==> config.mk <==
export PLATFORM = sky130hd
export DESIGN_NAME = eject_flit_serializer
export DESIGN_NICKNAME = d
export VERILOG_FILES = /design/src/rtl/noc_pkg.sv /design/src/rtl/eject_flit_serializer.sv
export SDC_FILE = /design/constraint.sdc
export NUM_CORES = 1
export LEC_CHECK = 0
export CORE_ASPECT_RATIO = 0.8
export CORE_MARGIN = 2
export CORE_UTILIZATION = 40
export CTS_BUF_LIST = sky130_fd_sc_hd__clkbuf_4 sky130_fd_sc_hd__clkbuf_8
export CTS_CLUSTER_DIAMETER = 100
export DETAILED_ROUTE_END_ITERATION = 10
export HOLD_SLACK_MARGIN = 0.1
export PLACE_DENSITY = 0.7
export SYNTH_ARGS = -nofsm -noshare
export SYNTH_HDL_FRONTEND = slang
export SYNTH_SLANG_ARGS = --single-unit
==> constraint.sdc <==
create_clock -name router_clk -period 2.18 [get_ports router_clk]
set_clock_uncertainty 0.1 [all_clocks]
set_input_delay 0.327 -clock router_clk [delete_from_list [all_inputs] [get_ports router_clk]]
set_output_delay 0.327 -clock router_clk [all_outputs]
set_load 0.01 [all_outputs]
==> src/rtl/noc_pkg.sv <==
// Shared NoC constants: packet/flit geometry and packet field offsets.
// Also holds the ejection serializer FSM state type.
package noc_pkg;

  localparam int packet_size      = 32;
  localparam int flit_size        = 4;
  localparam int FLITS_PER_PACKET = packet_size / flit_size;

  localparam int x_address_length = 8;
  localparam int y_address_length = 8;
  localparam int axon_field_base  =
    x_address_length + y_address_length;

  typedef enum logic {
    EJ_IDLE = 1'b0,
    EJ_SEND = 1'b1
  } ej_state_e;

endpackage

==> src/rtl/eject_flit_serializer.sv <==
// Ejection stage: takes one packet over valid/ready and writes it to the
// spike buffer LS flit first. Ports: router_clk/router_reset (sync, high),
// packet_in/packet_valid/packet_ready, neuron_full, data_out/write_en,
// busy (packet in flight), packet_count (packets fully written, wraps).
module eject_flit_serializer
  import noc_pkg::*;
#(
  parameter int packet_size        = noc_pkg::packet_size,
  parameter int flit_size          = noc_pkg::flit_size,
  parameter int FLITS_PER_PACKET   = packet_size / flit_size,
  parameter int FLIT_CNT_BIT_WIDTH = $clog2(FLITS_PER_PACKET),
  parameter int PKT_CNT_BIT_WIDTH  = 16
) (
  input  logic                         router_clk,
  input  logic                         router_reset,
  input  logic [packet_size-1:0]       packet_in,
  input  logic                         packet_valid,
  output logic                         packet_ready,
  input  logic                         neuron_full,
  output logic [flit_size-1:0]         data_out,
  output logic                         write_en,
  output logic                         busy,
  output logic [PKT_CNT_BIT_WIDTH-1:0] packet_count
);

  localparam logic [FLIT_CNT_BIT_WIDTH-1:0] LAST_IDX =
    FLIT_CNT_BIT_WIDTH'(FLITS_PER_PACKET - 1);

  ej_state_e                     state_q, state_d;
  logic [packet_size-1:0]        pkt_sr_q, pkt_sr_d;
  logic [FLIT_CNT_BIT_WIDTH-1:0] flit_idx_q, flit_idx_d;
  logic [PKT_CNT_BIT_WIDTH-1:0]  pkt_cnt_q, pkt_cnt_d;

  logic sending;
  logic last_flit;
  logic accept;

  always_comb begin
    state_d      = state_q;
    pkt_sr_d     = pkt_sr_q;
    flit_idx_d   = flit_idx_q;
    pkt_cnt_d    = pkt_cnt_q;

    sending      = (state_q == EJ_SEND);
    last_flit    = (flit_idx_q == LAST_IDX);
    write_en     = sending & ~neuron_full;
    // Reload is only allowed when the last flit actually leaves,
    // so a full buffer on the last flit back-pressures upstream.
    packet_ready = ~sending | (last_flit & ~neuron_full);
    accept       = packet_valid & packet_ready;

    if (write_en) begin
      pkt_sr_d   = pkt_sr_q >> flit_size;
      flit_idx_d = flit_idx_q + FLIT_CNT_BIT_WIDTH'(1);
      if (last_flit) begin
        pkt_cnt_d = pkt_cnt_q + PKT_CNT_BIT_WIDTH'(1);
        state_d   = EJ_IDLE;
      end
    end

    // Accept wins over the shift so back-to-back packets stream.
    if (accept) begin
      pkt_sr_d   = packet_in;
      flit_idx_d = '0;
      state_d    = EJ_SEND;
    end
  end

  always_ff @(posedge router_clk) begin
    if (router_reset) begin
      state_q    <= EJ_IDLE;
      pkt_sr_q   <= '0;
      flit_idx_q <= '0;
      pkt_cnt_q  <= '0;
    end else begin
      state_q    <= state_d;
      pkt_sr_q   <= pkt_sr_d;
      flit_idx_q <= flit_idx_d;
      pkt_cnt_q  <= pkt_cnt_d;
    end
  end

  assign data_out     = pkt_sr_q[flit_size-1:0];
  assign busy         = sending;
  assign packet_count = pkt_cnt_q;

endmodule

Word level (Yosys, flattened, before mapping). Cells that the tools add are included.

Bits in registers: 52. Word-level logic and storage cells: 23. Latch bits: 0. ROM bits: 0. Bits in writable memories: 0. Memories kept: 0. Input bits: 36.

Muxes and demuxes: 5. Order comparisons: 0. Divide/modulo/power cells: 0. Multiply operators: 0. Add/subtract/negate cells: 2. Reductions and logical operators: 5. Shifts and indexed selects: 0. Bitwise logic cells: 6. Equality and inequality tests: 1.

Operators with widths (count): $mux 32 (2); $add 16x1->16 const B (1); $reduce_and 2->1 (2); $reduce_bool 2->1 (2); $add 3x1->3 const B (1); $and 1x1->1 (3); $eq 3x3->1 const B (1); $mux 1 (3); $not 1->1 (2); $reduce_or 2->1 (1); $or 1x1->1 (1).

Longest topological paths before layout. Gate-level depths: netlist of run 1.

Depth in word-level cells: 6. Depth in mapped cells: 8. Gate-level depth less buffers: 6.

Least setup slack after synthesis of run 1. No wires, ideal clock.

Path type: register to register. Start: register flit_idx_q[0]. End: register pkt_cnt_q[15] (netlist: packet_count[15]). Arrival time: 1868 ps. Library setup time: 70 ps. Slack: 142 ps. Cell stages (with the launch flop): 7. Data required time: 2010 ps. Cells stage by stage: dfxtp_1 > ha_1 > ha_1 > nand3b_4 > or4_4 > or4_1 > a21oi_1.

Longest elaborated chain between the ends: 2.

Ends and longest elaborated chain: start, declared (line eject_flit_serializer.sv:31) `logic [FLIT_CNT_BIT_WIDTH-1:0] flit_idx_q, flit_idx_d;`; start signal, assigned (line eject_flit_serializer.sv:78) `flit_idx_q <= flit_idx_d;`; $eq 3x3->1 (line eject_flit_serializer.sv:45) `last_flit = (flit_idx_q == LAST_IDX);`; $reduce_and 2->1 (no line); end signal, assigned (line eject_flit_serializer.sv:79) `pkt_cnt_q <= pkt_cnt_d;`; end, declared (line eject_flit_serializer.sv:32) `logic [PKT_CNT_BIT_WIDTH-1:0] pkt_cnt_q, pkt_cnt_d;`.

Every way passes these cells. A chain may end at the register's enable or synchronous reset.

Worst setup path in the final report of run 1.
Start: register flit_idx_q[0]. End: output packet_ready.

Longest elaborated chain between the ends: 3.

Ends and longest elaborated chain: $eq 3x3->1 (line eject_flit_serializer.sv:45); $and 1x1->1 (line eject_flit_serializer.sv:49) `packet_ready = ~sending | (last_flit & ~neuron_full);`; $or 1x1->1 (line eject_flit_serializer.sv:49); end, declared (line eject_flit_serializer.sv:18) `output logic packet_ready,`.

Every way passes these cells.

==> results by group, run 1 <==
Run status
  • Result of the run: completed

Run
  • MaxCap Viol Count: 0

STA
  • Unrepaired setup endpoints after global routing: false
  • Post-Route Setup TNS: 0 ps
  • Relative slew slack: 0.764
  • Final period util: 0.950
  • Measured slew at the worst slew-check pin: 354 ps
  • Count of final hold-check violations: 0
  • Pins over their slew limit: 0
  • Minimum period implied by the final worst setup slack: 2070 ps
  • Number of endpoints failing setup at the final stage: 0
  • Worst hold slack across all endpoints: 307 ps
  • Peak clock frequency supported by timing: 483 MHz

Routing
  • Routed vias: 2094
  • Post-detailed-route via-to-cell ratio: 5.07
  • Detailed-route wire length: 5170 um
  • First DRT Iteration DRCs: 121
  • Post-route ant nets: 0
  • Total DRC errors in the routed layout: 0
  • Routed wire length per instance: 12.5 um
  • Initial DRT Pass Iterations: 4

Clocking
  • Cts-stage hold buffer count: 0
  • Clock buffer count from CTS: 5
  • CTS tree: yes
  • Insertion delay of the later-clocked pin in the worst-skew pair: 300 ps
  • Register clock-pin slew on the reported worst setup and hold paths: 90 ps
  • Count of clock tree sinks: 52
  • Clk root buf: sky130_fd_sc_hd__clkbuf_8
  • Clock Tree Buf Depth: 2
  • Total number of H-tree levels: 2

Placed design
  • Post-DP HPWL: 3590 um
  • Cell Area, Placed: 0.00297 sq mm
  • Count of input and output buffers: 58
  • Final Wtd Congestion: 0.817

Critical path
  • Data arrival, critical path: 1640 ps
  • Buffers and inverters on the worst path: 2
  • Master of the slowest instance on the critical path: sky130_fd_sc_hd__dfxtp_1
  • Start point of the critical path: flit_idx_q[0]
  • Delay contributed by the slowest stage of the critical path: 330 ps
  • Top cell family by delay on the critical path: buffers and inverters
  • Startpoint of the worst-slack reg-to-reg timing path: flit_idx_q[0]
  • Endpoint of the worst setup timing path: packet_ready
  • Cell chain of the critical path: ha_1 -> ha_2 -> buf_4 -> nand2b_1 -> nand2_1 -> dlygate4sd2_1
  • Max Fanout on Critical Path: 4
  • Cell depth of the worst flop-to-flop path: 6
  • Kind of critical path: flop to output pin
  • Startpoint types: flop
  • Type of destination of the critical path: output pin
  • CP Depth: 6
  • Setup slack of the most critical reg-to-reg path: 130 ps
  • End of the worst register-to-register path: packet_count[15]
  • Endpoint required time on the critical path: 1750 ps

Finish
  • Final-stage net count: 374
  • Signed area change from the synthesized netlist to the final layout: 33.9%
  • Share of final-layout standard cells stronger than drive strength 1: 0.0806
  • Diode count: 0
  • Final Instance Area: 0.00306 sq mm

Global routing
  • Largest net degree at the start of global routing: 37
  • Global-route wire length before repair: 8940 um
  • Met3 layer usage reported by global route: 0.0380
  • Total grt overflow: 0
  • Gr busiest metal: met2
  • Met2 routing resource usage after global routing: 0.281
  • Number of antenna violations at the first check in global routing: 0
  • Total Routing Usage GR: 0.174
  • Met1 usage in global routing: 0.236
  • Vias in the first global route: 1980

Synthesis
  • Top cell type's share of synthesized area: 0.455
  • Post-Syn Nets: 321
  • Number of distinct library cells after synthesis: 31
  • Syn Inst Count: 282
  • Average cell area after synthesis: 8.11 sq um
  • Area leader, netlist: sky130_fd_sc_hd__dfxtp_1
  • Most area-consuming cells after synthesis: sky130_fd_sc_hd__dfxtp_1, sky130_fd_sc_hd__nand2_1, sky130_fd_sc_hd__a311oi_1, sky130_fd_sc_hd__nor2_1, sky130_fd_sc_hd__clkbuf_1
  • Cell Area, Synth: 0.00229 sq mm
  • Part of the Yosys area used for sequential elements: 0.455
  • Yosys synthesis warning count: 0
  • Number of register bits inferred by synthesis: 52

Pwr
  • Switch Pwr: 0.433 mW
  • Total internal power: 1.36 mW
  • Combinational fraction of design power: 0.135
  • Peak ir drop on the vdd network: 0.322 mV
  • Clock group share of total power: 0.293
  • Switching part of the total power: 0.241
  • Leakage power total: 1.10 nW
  • Ratio of total power to cell area: 586 mW/mm^2
  • Sequential Power Share: 0.572

Die
  • Effective utilization at floorplan: 0.416
  • Die ar.: 0.00634 sq mm
  • Area inside the core boundary: 0.00550 sq mm
  • Row Count: 24
  • Number of ports placed on the die boundary: 59
  • Die height: 71.6 um
  • Die extent in x: 88.5 um

Min path
  • Class of the worst hold path: primary input to flop
==> per-layer routing <==
metal / wire [um] / share of wire
met1: 2560 / 0.49
met3: 182 / 0.035
met2: 2380 / 0.46
met4: 57 / 0.011
met5: 0 / 0
==> how the worst min path moves through the flow <==
stage / startpoint / end / slack [ps] / cells past startpoint
after floorplan: packet_valid / busy / 340 / 2
after global placement: pkt_sr_q[29] / pkt_sr_q[29] / 360 / 2
after detailed placement: pkt_sr_q[30] / pkt_sr_q[30] / 360 / 2
after CTS: router_reset / packet_count[7] / 300 / 2
after global routing: router_reset / packet_count[6] / 310 / 2
final: router_reset / packet_count[7] / 310 / 2
==> timing repair <==
| item | in CTS | in global routing |
|---|---|---|
| setup buffers | 0 | 0 |
| pin swaps | 0 | 0 |
| setup endpoints to repair | 1 | 4 |
| resized for setup | 2 | 2 |
==> power groups by stage <==
stage                     clock network, mW  logic, mW  registers, mW
final                                 0.525      0.242           1.03
after global routing                  0.580      0.268           1.03
after CTS                             0.550      0.243           1.03
after detailed placement                  0      0.243           1.05
after global placement                    0      0.240           1.05
after floorplan                           0      0.132           1.04
==> Yosys cell counts, drive strengths merged <==
cell type and count:
nand2b 2, nand4 3, dfxtp 52, nand2 66
nor3 5, nor4 1, inv 4, clkbuf 18
and4b 1, nand3 10, a21oi 13, nor2 37
and4 2, a21bo 1, xnor2 7, or4 2
buf 7, o21ai 5, o31ai 1, ha 3
or3 5, mux2i 2, nand3b 1, a31o 1
xor2 2, a21boi 1, or2b 1, nor2b 1
a311oi 28
==> cell families after synthesis <==
family	synth area share
compound gates	0.161
xor+xnor	0.0345
fa+ha+maj	0.0164
buf+inv	0.0558
flops	0.455
mux	0.00876
simple gates	0.268
==> cell usage in the layout, fill, tap and decap left out <==
cell type and n:
sky130_fd_sc_hd__o21ai_0 5, sky130_fd_sc_hd__dlymetal6s2s_1 1, sky130_fd_sc_hd__clkbuf_4 1, sky130_fd_sc_hd__a21boi_1 1
sky130_fd_sc_hd__clkbuf_8 5, sky130_fd_sc_hd__inv_1 4, sky130_fd_sc_hd__nor2_1 37, sky130_fd_sc_hd__or4_4 1
sky130_fd_sc_hd__buf_2 1, sky130_fd_sc_hd__nand3_1 10, sky130_fd_sc_hd__nand2_1 66, sky130_fd_sc_hd__o31ai_1 1
sky130_fd_sc_hd__nand4_1 3, sky130_fd_sc_hd__a21bo_4 1, sky130_fd_sc_hd__buf_4 11, sky130_fd_sc_hd__xnor2_1 7
sky130_fd_sc_hd__nor3_1 5, sky130_fd_sc_hd__a21oi_1 13, sky130_fd_sc_hd__a311oi_1 28, sky130_fd_sc_hd__clkdlybuf4s50_1 55
sky130_fd_sc_hd__dfxtp_1 52, sky130_fd_sc_hd__nor2b_1 1, sky130_fd_sc_hd__nand2b_1 2, sky130_fd_sc_hd__clkinv_2 1
sky130_fd_sc_hd__mux2i_1 2, sky130_fd_sc_hd__a31o_2 1, sky130_fd_sc_hd__dlygate4sd2_1 1, sky130_fd_sc_hd__xor2_1 2
sky130_fd_sc_hd__or2b_1 1, sky130_fd_sc_hd__or3_1 5, sky130_fd_sc_hd__and4_1 2, sky130_fd_sc_hd__nor4_1 1
sky130_fd_sc_hd__nand3b_4 1, sky130_fd_sc_hd__ha_1 2, sky130_fd_sc_hd__and4b_2 1, sky130_fd_sc_hd__ha_2 1
sky130_fd_sc_hd__buf_12 2, sky130_fd_sc_hd__or4_1 1
==> final cells by class <==
cell class / instances / area, sq um
multi-input cells: 201 / 1130
fillers: 530 / 2430
clock inverters: 1 / 5.00
flip-flops and latches: 52 / 1040
inverters: 4 / 15.0
well taps: 78 / 97.6
clock buffers: 6 / 76.3
repair buffers: 71 / 699
==> stage by stage <==
stage                      util  worst slack (ps)  power [mW]  std cells
after floorplan               -               142        1.17        282
after global placement    0.540              25.9        1.29        406
after detailed placement  0.540              10.5        1.29        406
after CTS                 0.555              2.42        1.82        413
after global routing      0.557              3.13        1.88        413
final                     0.557               109        1.79        413
==> sequential cells by signal, indices dropped and copies added, names as in the netlist <==
signal        flops
pkt_sr_q         32
busy              1
packet_count     16
flit_idx_q        3
==> worst register-to-register path: stages (launching register included) <==
cell and delay, ps:
sky130_fd_sc_hd__dfxtp_1 360, sky130_fd_sc_hd__ha_1 160, sky130_fd_sc_hd__ha_2 210, sky130_fd_sc_hd__nand3b_4 80, sky130_fd_sc_hd__or4_4 540, sky130_fd_sc_hd__or4_1 410, sky130_fd_sc_hd__a21oi_1 140
Power figures use the tool's default switching activity.
==> run 2: changes to the inputs <==
--- a/config.mk
+++ b/config.mk
@@ -13,6 +13,7 @@
 export DETAILED_ROUTE_END_ITERATION = 10
 export HOLD_SLACK_MARGIN = 0.1
 export PLACE_DENSITY = 0.7
+export RECOVER_POWER = 25
 export SYNTH_ARGS = -nofsm -noshare
 export SYNTH_HDL_FRONTEND = slang
 export SYNTH_SLANG_ARGS = --single-unit
==> results by group, run 2 (synthesis gave the netlist of run 1 again) <==
STA
  • Unrepaired setup endpoints after global routing: false
  • Count of final hold-check violations: 0
  • Pins over their slew limit: 0
  • Final period util: 0.945
  • Peak clock frequency supported by timing: 486 MHz
  • Relative slew slack: 0.765
  • Minimum period implied by the final worst setup slack: 2060 ps
  • Measured slew at the worst slew-check pin: 352 ps
  • Number of endpoints failing setup at the final stage: 0
  • Post-Route Setup TNS: 0 ps

Die
  • Die ar.: 0.00634 sq mm
  • Area inside the core boundary: 0.00550 sq mm
  • Number of ports placed on the die boundary: 59
  • Row Count: 24
  • Die extent in x: 88.5 um
  • Die height: 71.6 um
  • Effective utilization at floorplan: 0.416

Critical path
  • Delay contributed by the slowest stage of the critical path: 560 ps
  • Data arrival, critical path: 2200 ps
  • Buffers and inverters on the worst path: 0
  • Startpoint types: flop
  • Kind of critical path: flop to flop
  • Max Fanout on Critical Path: 5
  • Type of destination of the critical path: flop
  • Master of the slowest instance on the critical path: sky130_fd_sc_hd__or4_4
  • Endpoint required time on the critical path: 2320 ps
  • Top cell family by delay on the critical path: simple AND/OR/NAND/NOR gates
  • Cell chain of the critical path: ha_1 -> ha_2 -> nand3b_1 -> or4_4 -> or4_1 -> a21oi_1

Finish
  • Register with the highest flop count: pkt_sr_q
  • Signed area change from the synthesized netlist to the final layout: 33.0%
  • Highest-count cells in the layout ignoring fill and taps: sky130_fd_sc_hd__nand2_1, sky130_fd_sc_hd__dfxtp_1, sky130_fd_sc_hd__clkdlybuf4s50_1, sky130_fd_sc_hd__nor2_1, sky130_fd_sc_hd__a311oi_1
  • Final Instance Area: 0.00304 sq mm
  • Fill cell total of the finished layout: 533
  • Number of flip-flops in the largest register: 32
  • Final-stage net count: 374
  • Diode count: 0
  • Most common cell after layout, fill and taps aside: sky130_fd_sc_hd__nand2_1
  • Share of final-layout standard cells stronger than drive strength 1: 0.0716

Run
  • MaxCap Viol Count: 0

Routing
  • Routed vias: 2115
  • Post-detailed-route via-to-cell ratio: 5.12
  • Total DRC errors in the routed layout: 0
  • Post-route ant nets: 0
  • Initial DRT Pass Iterations: 4
  • First DRT Iteration DRCs: 127
  • Detailed-route wire length: 5150 um
  • Routed wire length per instance: 12.5 um

Global routing
  • Vias in the first global route: 1980
  • Largest net degree at the start of global routing: 37
  • Number of antenna violations at the first check in global routing: 0
  • Total Routing Usage GR: 0.174
  • Global-route wire length before repair: 8940 um
  • Total grt overflow: 0

Clocking
  • Post-CTS setup buffer count: 0
  • Register clock-pin slew on the reported worst setup and hold paths: 90 ps
  • Cts-stage hold buffer count: 0
  • Clock Tree Buf Depth: 2
  • Clk root buf: sky130_fd_sc_hd__clkbuf_8
  • Count of clock tree sinks: 52
  • CTS tree: yes
  • Insertion delay of the later-clocked pin in the worst-skew pair: 300 ps
  • Clock buffer count from CTS: 5
  • Cells resized by post-CTS repair: 2
  • Total number of H-tree levels: 2

Pwr
  • Switching part of the total power: 0.241
  • Peak ir drop on the vdd network: 0.322 mV
  • Leakage power total: 1.11 nW
  • Sequential Power Share: 0.573
  • Ratio of total power to cell area: 589 mW/mm^2
  • Switch Pwr: 0.432 mW
  • Clock group share of total power: 0.294
  • Total internal power: 1.36 mW
  • Combinational fraction of design power: 0.133

Placed design
  • Post-DP HPWL: 3590 um
  • Count of input and output buffers: 58
  • Cell Area, Placed: 0.00297 sq mm
  • Final Wtd Congestion: 0.817

Min path
  • Class of the worst hold path: primary input to flop

Run status
  • Result of the run: completed
-- run 2: cell count changes in the layout (fill, tap and decap cells not counted) --
cell | before | now
sky130_fd_sc_hd__clkbuf_1 | 0 | 2
sky130_fd_sc_hd__buf_4 | 11 | 9
sky130_fd_sc_hd__nand3b_1 | 0 | 1
sky130_fd_sc_hd__clkdlybuf4s50_1 | 55 | 42
sky130_fd_sc_hd__dlygate4sd3_1 | 0 | 13
sky130_fd_sc_hd__nand3b_4 | 1 | 0
-- run 2: routing by layer --
layer	up-vias	GRT usage	wire (um)
met5	-	0	0
met4	0	0.0505	57
met3	5	0.0380	183
met2	41	0.281	2400
met1	982	0.236	2500
li1	1087	-	-
-- run 2: path summary, 6_finish.rpt --
| kind | startpoint | to | slack [ps] | cells after the start |
|---|---|---|---|---|
| hold reg to reg | pkt_sr_q[30] | pkt_sr_q[30] | 370 | 2 |
| hold / removal | router_reset | packet_count[6] | 300 | 2 |
| setup reg to reg | flit_idx_q[0] | packet_count[15] | 120 | 6 |
| setup / recovery | flit_idx_q[0] | packet_count[15] | 120 | 6 |
-- run 2: worst reg2reg max path, cell delays in order (launching register included) --
cell and delay (ps):
sky130_fd_sc_hd__dfxtp_1 360, sky130_fd_sc_hd__ha_1 160, sky130_fd_sc_hd__ha_2 180, sky130_fd_sc_hd__nand3b_1 100, sky130_fd_sc_hd__or4_4 560, sky130_fd_sc_hd__or4_1 410, sky130_fd_sc_hd__a21oi_1 140
-- run 2: per-stage QoR --
| step | instances | power (mW) | util | worst slack, ps | hold slack, ps |
|---|---|---|---|---|---|
| finish | 413 | 1.79 | 0.553 | 120 | 305 |
| detailed placement | 406 | 1.29 | 0.540 | 10.5 | 360 |
| global route | 413 | 1.88 | 0.553 | 16.8 | 314 |
| global placement | 406 | 1.29 | 0.540 | 25.9 | 357 |
| CTS | 413 | 1.82 | 0.555 | 2.42 | 300 |
| floorplan | 282 | 1.17 | - | 142 | 344 |
-- run 2: cell type report --
type	instances	area (sq um)	area share
clock inverters	1	5.00	0.00165
multi-input cells	201	1110	0.366
inverters	4	15.0	0.00494
well taps	78	97.6	0.0321
flip-flops and latches	52	1040	0.342
clock buffers	6	76.3	0.0251
repair buffers	71	692	0.228
-- run 2: power groups by stage --
stage	Sequential [mW]	Clock [mW]	Combinational, mW
floorplan	1.04	0	0.132
global placement	1.05	0	0.240
detailed placement	1.05	0	0.243
CTS	1.03	0.550	0.243
global route	1.03	0.580	0.266
finish	1.03	0.526	0.238
==> run 3: changes to the inputs <==
--- a/config.mk
+++ b/config.mk
@@ -5,15 +5,18 @@
 export SDC_FILE = /design/constraint.sdc
 export NUM_CORES = 1
 export LEC_CHECK = 0
+export CAP_MARGIN = 30
 export CORE_ASPECT_RATIO = 0.8
 export CORE_MARGIN = 2
 export CORE_UTILIZATION = 40
 export CTS_BUF_LIST = sky130_fd_sc_hd__clkbuf_4 sky130_fd_sc_hd__clkbuf_8
 export CTS_CLUSTER_DIAMETER = 100
+export CTS_CLUSTER_SIZE = 20
 export DETAILED_ROUTE_END_ITERATION = 10
 export HOLD_SLACK_MARGIN = 0.1
 export PLACE_DENSITY = 0.7
 export RECOVER_POWER = 25
+export REMOVE_ABC_BUFFERS = 1
 export SYNTH_ARGS = -nofsm -noshare
 export SYNTH_HDL_FRONTEND = slang
 export SYNTH_SLANG_ARGS = --single-unit
==> results by group, run 3 (synthesis gave the netlist of run 1 again) <==
Finish
  • Share of final-layout standard cells stronger than drive strength 1: 0.0721
  • Most common cell after layout, fill and taps aside: sky130_fd_sc_hd__nand2_1
  • Highest-count cells in the layout ignoring fill and taps: sky130_fd_sc_hd__nand2_1, sky130_fd_sc_hd__dfxtp_1, sky130_fd_sc_hd__clkdlybuf4s50_1, sky130_fd_sc_hd__nor2_1, sky130_fd_sc_hd__a311oi_1
  • Register with the highest flop count: pkt_sr_q
  • Final-stage net count: 371
  • Final Instance Area: 0.00305 sq mm
  • Non-filler cells, final: 411
  • Number of flip-flops in the largest register: 32
  • Signed area change from the synthesized netlist to the final layout: 33.3%
  • Diode count: 0

Placed design
  • Post-DP HPWL: 3460 um
  • Cell Area, Placed: 0.00293 sq mm
  • Count of input and output buffers: 58
  • Number of placed instances, taps included: 403
  • Final Wtd Congestion: 0.778
  • Setup WS pre-CTS: -40.6 ps

STA
  • Unrepaired setup endpoints after global routing: false
  • Pins over their slew limit: 0
  • Measured slew at the worst slew-check pin: 686 ps
  • Number of endpoints failing setup at the final stage: 0
  • Final period util: 0.966
  • Peak clock frequency supported by timing: 475 MHz
  • Minimum period implied by the final worst setup slack: 2100 ps
  • Crit path setup slack, layout: 75.0 ps
  • Count of final hold-check violations: 0
  • Worst hold slack across all endpoints: 249 ps
  • Post-Route Setup TNS: 0 ps
  • Relative slew slack: 0.543

Global routing
  • Number of antenna violations at the first check in global routing: 0
  • Global-route wire length before repair: 8510 um
  • Vias in the first global route: 1870
  • Total grt overflow: 0
  • Largest net degree at the start of global routing: 61
  • Total Routing Usage GR: 0.168

Critical path
  • Startpoint of the worst-slack reg-to-reg timing path: flit_idx_q[0]
  • End of the worst register-to-register path: packet_count[15]
  • Data arrival, critical path: 1680 ps
  • Startpoint types: primary input
  • Endpoint required time on the critical path: 1750 ps
  • Delay contributed by the slowest stage of the critical path: 540 ps
  • Cell chain of the critical path: clkdlybuf4s50_1 -> or2b_1 -> inv_1 -> clkdlybuf4s50_1
  • Setup slack of the most critical reg-to-reg path: 140 ps
  • Endpoint of the worst setup timing path: write_en
  • Kind of critical path: primary input to output pin
  • Max Fanout on Critical Path: 4
  • Cell depth of the worst flop-to-flop path: 6
  • Start point of the critical path: neuron_full
  • Type of destination of the critical path: output pin
  • Cell seen most often among critical-path stages: sky130_fd_sc_hd__clkdlybuf4s50_1
  • Master of the slowest instance on the critical path: sky130_fd_sc_hd__clkdlybuf4s50_1

Pwr
  • Switch Pwr: 0.463 mW
  • Ratio of total power to cell area: 631 mW/mm^2
  • Sequential Power Share: 0.533
  • Switching part of the total power: 0.241
  • Total internal power: 1.46 mW
  • Combinational fraction of design power: 0.121
  • Leakage power total: 1.09 nW
  • Peak ir drop on the vdd network: 0.399 mV
  • Clock group share of total power: 0.346

Clocking
  • Post-CTS setup buffer count: 0
  • Clock buffer count from CTS: 5
  • Cells resized by post-CTS repair: 4
  • Cts-stage hold buffer count: 0
  • Register clock-pin slew on the reported worst setup and hold paths: 100 ps
  • CTS tree: yes
  • Count of clock tree sinks: 52
  • Total number of H-tree levels: 2
  • Clk root buf: sky130_fd_sc_hd__clkbuf_8
  • Clock Tree Buf Depth: 2
  • Insertion delay of the later-clocked pin in the worst-skew pair: 310 ps

Die
  • Die ar.: 0.00634 sq mm
  • Die height: 71.6 um
  • Area inside the core boundary: 0.00550 sq mm
  • Effective utilization at floorplan: 0.416
  • Number of ports placed on the die boundary: 59
  • Die extent in x: 88.5 um
  • Row Count: 24

Routing
  • Routed vias: 2061
  • Routed wire length per instance: 12.6 um
  • Initial DRT Pass Iterations: 4
  • Total DRC errors in the routed layout: 0
  • Detailed-route wire length: 5180 um
  • Post-route ant nets: 0
  • Post-detailed-route via-to-cell ratio: 5.01
  • First DRT Iteration DRCs: 118

Run status
  • Result of the run: completed

Run
  • MaxCap Viol Count: 0

Min path
  • Class of the worst hold path: primary input to flop
## run 3: layout make-up
type / count / area (sq um)
fillers: 545 / 2450
multi-input cells: 201 / 1130
flip-flops and latches: 52 / 1040
repair buffers: 68 / 652
well taps: 78 / 97.6
clock buffers: 5 / 68.8
clock inverters: 3 / 42.5
inverters: 4 / 15.0
## run 3: worst min path at each step
stage                            start               end  slack, ps  cells after the start
after global placement    pkt_sr_q[30]      pkt_sr_q[30]        360                      2
after detailed placement  pkt_sr_q[28]      pkt_sr_q[28]        360                      2
final                     router_reset   packet_count[7]        250                      2
after CTS                 router_reset   packet_count[7]        240                      2
after global routing      router_reset   packet_count[6]        260                      2
after floorplan           router_reset  packet_count[10]        300                      1
## run 3: metrics by stage
| step | power (mW) | utilization |
|---|---|---|
| after floorplan | 1.14 | - |
| after global placement | 1.28 | 0.534 |
| after detailed placement | 1.28 | 0.534 |
| after CTS | 1.95 | 0.556 |
| after global routing | 2.01 | 0.555 |
| final | 1.92 | 0.555 |
## run 3: power groups by stage
stage / Sequential, mW / Clock [mW] / Combinational, mW
after global placement: 1.05 / 0 / 0.233
after CTS: 1.02 / 0.688 / 0.237
after detailed placement: 1.05 / 0 / 0.236
after global routing: 1.03 / 0.725 / 0.259
after floorplan: 1.05 / 0 / 0.0998
final: 1.02 / 0.666 / 0.233
## run 3: critical path, delay by kind of cell
kind | cells | cell delay, ps
buffers and inverters | 3 | 1080
AND/OR/NAND/NOR | 1 | 270
## run 3: routing by layer
metal | wire length (um) | track usage | up-vias
met5 | 0 | 0 | -
met4 | 71 | 0.0505 | 0
met2 | 2280 | 0.273 | 37
met1 | 2640 | 0.226 | 943
li1 | - | - | 1074
met3 | 193 | 0.0346 | 7
